### src/rtl/sort_pkg.sv
// Shared types and default sizes for the sort datapath (loader, bitonic_sorter, benches).
package sort_pkg;

    localparam int SORT_SIZE_DEFAULT  = 16;
    localparam int DATA_WIDTH_DEFAULT = 64;

    typedef logic [DATA_WIDTH_DEFAULT-1:0] word_t;
    typedef word_t [SORT_SIZE_DEFAULT-1:0] frame_t;

    typedef enum logic [1:0] {
        FILL    = 2'd0,
        PAD     = 2'd1,
        PRESENT = 2'd2
    } loader_state_e;

endpackage

### src/rtl/sort_pad_mask.sv
// Combinational map from a real-word count to the slots that must be filled with the pad value.
module sort_pad_mask
    import sort_pkg::*;
#(
    parameter  int SORT_SIZE = SORT_SIZE_DEFAULT,
    localparam int CNT_W     = $clog2(SORT_SIZE + 1)
) (
    input  logic [CNT_W-1:0]     count,
    output logic [SORT_SIZE-1:0] mask
);

    always_comb begin
        mask = '0;
        for (int unsigned i = 0; i < SORT_SIZE; i++) begin
            mask[i] = (i >= 32'(count));
        end
    end

endmodule

### src/rtl/sort_frame_loader.sv
// Collects a valid/ready word stream into one padded frame and hands it to bitonic_sorter.
// Optional SORT_LOADER_STATS_EN adds stat_frames / stat_pads handoff counters.
module sort_frame_loader
    import sort_pkg::*;
#(
    parameter  int                    SORT_SIZE  = SORT_SIZE_DEFAULT,
    parameter  int                    DATA_WIDTH = DATA_WIDTH_DEFAULT,
    parameter  logic [DATA_WIDTH-1:0] PAD_VALUE  = '1,
    localparam int                    CNT_W      = $clog2(SORT_SIZE + 1)
) (
    input  logic                                 clk,
    input  logic                                 rst,
    input  logic                                 in_valid,
    output logic                                 in_ready,
    input  logic [DATA_WIDTH-1:0]                in_data,
    input  logic                                 in_last,
    output logic                                 frame_valid,
    input  logic                                 frame_ready,
    output logic [SORT_SIZE-1:0][DATA_WIDTH-1:0] frame_data,
    output logic [CNT_W-1:0]                     frame_count,
    output logic                                 frame_nolast
`ifdef SORT_LOADER_STATS_EN
    ,
    output logic [31:0]                          stat_frames,
    output logic [31:0]                          stat_pads
`endif
);

    localparam logic [1:0] ST_FILL    = 2'(FILL);
    localparam logic [1:0] ST_PAD     = 2'(PAD);
    localparam logic [1:0] ST_PRESENT = 2'(PRESENT);

    localparam logic [CNT_W-1:0] LAST_SLOT = CNT_W'(SORT_SIZE - 1);

    logic [1:0]           state;
    logic [1:0]           state_nxt;
    logic [CNT_W-1:0]     wr_ptr;
    logic [SORT_SIZE-1:0] pad_mask;
    logic                 accept;
    logic                 handoff;
    logic                 at_last_slot;

    assign accept       = in_valid && in_ready;
    assign handoff      = frame_valid && frame_ready;
    assign at_last_slot = (wr_ptr == LAST_SLOT);

    sort_pad_mask #(
        .SORT_SIZE (SORT_SIZE)
    ) u_pad_mask (
        .count (frame_count),
        .mask  (pad_mask)
    );

    always_comb begin
        state_nxt = state;
        case (state)
            ST_FILL: begin
                if (accept) begin
                    if (at_last_slot) state_nxt = ST_PRESENT;
                    else if (in_last) state_nxt = ST_PAD;
                end
            end
            ST_PAD:     state_nxt = ST_PRESENT;
            ST_PRESENT: if (handoff) state_nxt = ST_FILL;
            default:    state_nxt = ST_FILL;
        endcase
    end

    // in_ready and frame_valid are registered from the next state so both depend on state only.
    always_ff @(posedge clk or posedge rst) begin
        if (rst) begin
            state        <= ST_FILL;
            wr_ptr       <= '0;
            in_ready     <= 1'b0;
            frame_valid  <= 1'b0;
            frame_data   <= '0;
            frame_count  <= '0;
            frame_nolast <= 1'b0;
        end else begin
            state       <= state_nxt;
            in_ready    <= (state_nxt == ST_FILL);
            frame_valid <= (state_nxt == ST_PRESENT);

            if (accept) begin
                wr_ptr <= wr_ptr + CNT_W'(1);
                for (int unsigned i = 0; i < SORT_SIZE; i++) begin
                    if (wr_ptr == CNT_W'(i)) frame_data[i] <= in_data;
                end
                if (at_last_slot || in_last) begin
                    frame_count  <= wr_ptr + CNT_W'(1);
                    frame_nolast <= at_last_slot && !in_last;
                end
            end

            if (state == ST_PAD) begin
                for (int unsigned i = 0; i < SORT_SIZE; i++) begin
                    if (pad_mask[i]) frame_data[i] <= PAD_VALUE;
                end
            end

            if (handoff) wr_ptr <= '0;
        end
    end

`ifdef SORT_LOADER_STATS_EN
    always_ff @(posedge clk or posedge rst) begin
        if (rst) begin
            stat_frames <= '0;
            stat_pads   <= '0;
        end else if (handoff) begin
            stat_frames <= stat_frames + 32'd1;
            stat_pads   <= stat_pads + 32'(SORT_SIZE) - 32'(frame_count);
        end
    end
`endif

endmodule
### config.mk
export PLATFORM = sky130hd
export DESIGN_NAME = sort_frame_loader
export DESIGN_NICKNAME = d
export VERILOG_FILES = /design/src/rtl/sort_pkg.sv /design/src/rtl/sort_pad_mask.sv /design/src/rtl/sort_frame_loader.sv
export SDC_FILE = /design/constraint.sdc
export NUM_CORES = 2
export LEC_CHECK = 0
export CORE_MARGIN = 2
export CORE_UTILIZATION = 25
export CTS_CLUSTER_DIAMETER = 60
export DETAILED_ROUTE_END_ITERATION = 8
export PLACE_DENSITY_LB_ADDON = 0.25
export SKIP_LAST_GASP = 1
export SLEW_MARGIN = 10
export SYNTH_ARGS = -nofsm -noshare
export SYNTH_HDL_FRONTEND = slang
export SYNTH_SLANG_ARGS = --single-unit
### constraint.sdc
create_clock -name clk -period 48.6 [get_ports clk]
set_input_delay 7.29 -clock clk [delete_from_list [all_inputs] [get_ports clk]]
set_output_delay 7.29 -clock clk [all_outputs]
set_load 0.02 [all_outputs]
; ---- Word level (Yosys, flattened, before mapping)
; Cells that the tools add are included.
[classes]
add_sub_neg = 1
order_cmp = 16
n_eq_ne = 18
mux = 41
reduce_logical = 10
[ops]
columns = op, n
row1 = 1024-bit 2-to-1 mux, 2
row2 = 64-bit 2-to-1 mux, 32
row3 = "5-bit by 4-bit equality test with 1-bit output, second input constant", 8
row4 = "4-bit by 5-bit greater-or-equal comparator with 1-bit output, first input constant", 8
row5 = "5-bit by 3-bit equality test with 1-bit output, second input constant", 4
row6 = "3-bit by 5-bit greater-or-equal comparator with 1-bit output, first input constant", 4
row7 = "5-bit by 2-bit equality test with 1-bit output, second input constant", 2
row8 = "1-bit by 5-bit greater-or-equal comparator with 1-bit output, first input constant", 2
row9 = "2-bit by 5-bit greater-or-equal comparator with 1-bit output, first input constant", 2
row10 = 5-bit 2-to-1 mux, 2
row11 = 2-bit 2-to-1 mux, 4
row12 = 2-bit case mux with 3 select lines, 1
row13 = "5-bit by 1-bit adder with 5-bit output, second input constant", 1
row14 = "5-bit by 1-bit equality test with 1-bit output, second input constant", 1
row15 = 5-bit zero test, 1
row16 = "2-bit equality test, second input constant", 2
row17 = 2-bit zero test, 2
row18 = 1-bit logical AND, 3
row19 = "2-bit by 1-bit equality test with 1-bit output, second input constant", 1
row20 = 2-bit AND reduction, 1
row21 = 2-bit nonzero test, 1
row22 = 1-bit zero test, 1
row23 = 1-bit logical OR, 1
[totals]
reg_bits = 1039
in_bits = 69
output_inout_bits = 1032
elab_cells = 108

; ---- Longest topological paths before layout
[logic_depth]
ltp_word = 5
depth_mapped = 8
ltp_nobuf = 6

; ---- Modules after synthesis
; A second synthesis with hierarchy kept.
[hier_totals]
hier_cells = 4551
area_unflattened_um2 = 45384.8
[by_module_without_submodules]
columns = module, n_inst, cells_each, area_per_inst_um2, seq_area_each_um2
row1 = sort_frame_loader, 1, 4526, 45194.6, 25999.9
row2 = sort_pad_mask, 1, 25, 190.2, 0.0

; ---- Worst setup path after synthesis
; OpenSTA, ideal clock, no wires.
[synth_timing]
kind = input-to-reg
from = input in_valid
to = register frame_data[452] (netlist name)
setup_time_ps = 69
t_arrival_ps = 8339
required_time_ps = 48531
slack_ps = 40192
cell_stages = 6
n_path_buf = 3
path_cell_list = buf_2 and2_0 clkbuf_1 clkbuf_1 nand3_1 nand3_1
[synth_between]
elab_chain_cells = 4
[synth_lines]
columns = item, line_no
row1 = "start, declared", sort_frame_loader.sv:13  ; input logic in_valid,
row2 = 1-bit logical AND *, sort_frame_loader.sv:43  ; assign accept = in_valid && in_ready;
row3 = 1024-bit 2-to-1 mux *, sort_frame_loader.sv:84  ; if (accept) begin
row4 = 64-bit 2-to-1 mux, sort_frame_loader.sv:97  ; if (pad_mask[i]) frame_data[i] <= PAD_VALUE;
row5 = 1024-bit 2-to-1 mux *, sort_frame_loader.sv:95  ; if (state == ST_PAD) begin
row6 = "end signal, assigned by index", sort_frame_loader.sv:87  ; if (wr_ptr == CNT_W'(i)) frame_data[i] <= in_data;
row7 = "end, declared", sort_frame_loader.sv:19  ; output logic [SORT_SIZE-1:0][DATA_WIDTH-1:0] frame_data,
; Mark *: on every way between the ends. The rest lies on a longest branch, timed or not.
; A chain may end at the register's enable or synchronous reset.

==> reports/qor.csv <==
metric;value;unit
run status;finished, violations left;
failing checks;design-rule violations;
H-tree levels;4;
final hold vios;0;
Initial Utilization;25.2;%
mux cell area share after synthesis;0.0253;%
largest net degree at the start of global routing;177;
Setup crit end;frame_data[703];
RSZ-0062 raised after global routing;false;
R2R cell count;7;
largest cells by area after synthesis;dfrtp_1 (58%), nand3_1 (22%), o21ai_0 (8.3%);
Syn Area/Cell;9.13;µm²
Critical Path Stages;6;
largest family of logic cells by synthesized area;simple AND/OR/NAND/NOR gates;
startpoint types;input pin;
Synth area leader;dfrtp_1;
max-slew violations;0;
Top Metal Used;met4;
antenna violations before repair;10;
Hold WC Path Type;reg -> reg;
syn_nets;4955;
synthesized flop and latch total;1039;
M1 wire length;90400;µm
FP Rows;154;
Arrival @ worst endpoint;11.72;ns
crit-path max cell delay;0.87;ns
Synth Area in Adders;0.140;%
global-route wire length before repair;325000;µm
Pwr Density;58.3;mW/mm²
core box area;0.177;mm²
# IOs;1101;
Synth-to-Final Area Change;37.8;%
Synth Area in Simple Gates;24.1;%
die width;426;µm
clk_lat worst skew;0.80;ns
share of cells above drive strength 1;6.62;%
CTS tree;done;
CP max stage cell;buf_4;
CTS root buffer;clkbuf_16;
Mapped Cells;4881;
IR drop worst, VDD;0.0000329;V
Num CTS Buffers;131;
DRC violations left;2;
Final GP Congestion;0.825;
most frequent CP cell;buf_4;
max-cap viol count;0;
Seq/Total Area, Yosys;58.4;%
Final Cycle Share;22.5;%
Total GRT Usage;24.4;%
crit path time final;10.95;ns
Distinct cells, synth;37;
Worst Setup Path Type;in -> async;
Synth Area in Compound Gates;11.0;%
CP startpoint;rst;
CTS clk-pin slew, worst paths;0.06;ns
hold depth;1;
Die H;426;µm
Final HPWL DP;137000;µm
Overflow after GRT;0;
kind of cell with the highest combined delay on the critical path;buffers and inverters;
Reg-to-Reg End;frame_data[72];
Post-Synth XOR/XNOR Area;0.0786;%
crit path max fanout;117;
Avg WL per Cell;28.7;µm
Tot Pwr;3.58;mW
drt pass-1 iters;8;
Slew HR;15.6;%
met3 WL;22100;µm
R2R Path Start;in_ready;
Die ar.;0.182;mm²
Final Setup Violations;0;
top cell type's share of synthesized area;58.4;%
TNS Setup;0;ns
clock sink count;1039;
Final Instance Count excl. Fillers;8009;
total leakage power;20.9;nW
Resize count post-CTS;0;
final WL;230000;µm
WL met2;104000;µm
Max Buffers Root-to-Sink;3;
vias in the first global route;42300;
slew at the pin with the worst max-slew slack;1.26;ns
Fmax achieved;91.3;MHz
port bufs;1100;
CP Cell Sequence;clkdlybuf4s50_1, inv_8, buf_4, buf_4, buf_4, buf_4;
synth warn;0;
remaining antenna violation count;0;
CP Capture Type;asynchronous set/reset pin;
Post-Syn Area;0.0446;mm²
CP required;49.36;ns
Post-CTS Setup Repair Bufs;0;
final clock skew;0.0333;ns
Hold-fix buffers, CTS;0;
Placed Cells;7768;
Critical path buffers and inverters;6;
Detailed Route Iter0 Violations;5405;
Final nets;5635;
vias per cell;5.50;
reg2reg setup slack;43.99;ns
Via Count;44100;
==> worst min-delay path by stage <==
| stage | start | end | slack, ns |
|---|---|---|---|
| 6_report | frame_nolast | frame_nolast | 0.49 |
| 4_1_cts | frame_nolast | frame_nolast | 0.49 |
| 5_1_grt | frame_data[988] | frame_data[988] | 0.51 |
| 3_5_place_dp | frame_nolast | frame_nolast | 0.48 |
| 3_3_place_gp | frame_data[1006] | frame_data[1006] | 0.48 |
| 2_1_floorplan | state[0] | state[0] | 0.48 |
==> per-layer routing <==
metal | global-route usage [%] | up-vias
met5 | 0 | -
met4 | 13.6 | 0
met3 | 7.45 | 475
met2 | 36.7 | 2339
met1 | 31.1 | 22700
li1 | - | 18600
==> per-stage QoR <==
step	cell area [µm²]	worst slack, ns	util (%)	hold WS [ns]
floorplan	44600	12.07	-	0.477
global placement	56900	36.72	32.2	0.476
detailed placement	56900	36.66	32.2	0.480
CTS	61400	37.54	34.7	0.493
global route	61400	37.07	34.7	0.514
finish	61400	37.65	34.7	0.490
==> cells in the final DEF (no fill, tap or decap), types with 4 or more instances in the layout <==
master and instances:
nand3_1 1987, clkdlybuf4s50_1 1089, dfrtp_1 1039, o21ai_0 743, o21ai_1 223, nand2_1 140
clkbuf_16 134, buf_4 119, clkbuf_1 33, clkbuf_8 31, inv_6 11, buf_2 11
bufinv_16 10, clkinv_2 9, o21ai_4 6, nor2_1 6, nand2_4 5, ha_1 5
diode_2 4, inv_1 4, and2_4 4, nand2_2 4, a21oi_1 4, buf_12 4
==> synthesized netlist by cell type (all sizes together) <==
cell type / n
inv: 5
and2: 6
buf: 232
xnor2: 1
o21a: 1
a21boi: 2
nor4bb: 2
nand4b: 1
nand4bb: 2
and4b: 1
nand3: 1990
clkinv: 1
nor3b: 1
mux2: 1
a211oi: 1
nor3: 1
dfrtp: 1039
nor4b: 2
nand2: 149
or3b: 1
o21ai: 972
nor4: 1
a21oi: 4
clkbuf: 444
ha: 5
or3: 2
and3: 2
xor2: 3
nor2: 6
o211ai: 1
or4b: 2
==> worst reg2reg max path: stages, from the launching register on <==
cell     delay, ns
dfrtp_1       0.76
nor4b_4       0.31
buf_4         0.59
buf_4         0.85
buf_4         0.88
buf_4         0.77
nand3_1       0.21
nand3_1       0.15
==> report_power, final <==
part / leakage [nW] / internal, mW / total, mW / switching [mW]
Clock: 2.19 / 0.611 / 1.02 / 0.412
Combinational: 8.80 / 0.476 / 1.38 / 0.900
Sequential: 9.87 / 1.06 / 1.18 / 0.119
==> logic make-up (layout without fill, tap and decap cells) <==
logic type               Yosys count  after routing
other                              0              4
XOR/XNOR                           4              4
flip-flops                      1039           1039
buffers and inverters            682           1466
multiplexers                       1              1
AO/OA/AOI/OAI                    981            981
adder cells (fa/ha/maj)            5              5
AND/OR/NAND/NOR                 2169           2169
==> state kept, by name, indices dropped and copies added (netlist names) <==
register / cells
frame_data: 1024
frame_count: 5
wr_ptr: 5
state: 2
frame_nolast: 1
frame_valid: 1
in_ready: 1
==> final cells by class <==
type                    count  area [µm²]
multi-input cells        3160       16000
well taps                2340        2930
clock inverters            39         556
fillers                 17900      115000
diodes                      4        10.0
repair buffers           1223       11900
inverters                   6        30.0
flip-flops and latches   1039       26000
clock buffers             198        3900
Power figures use the tool's default switching activity.
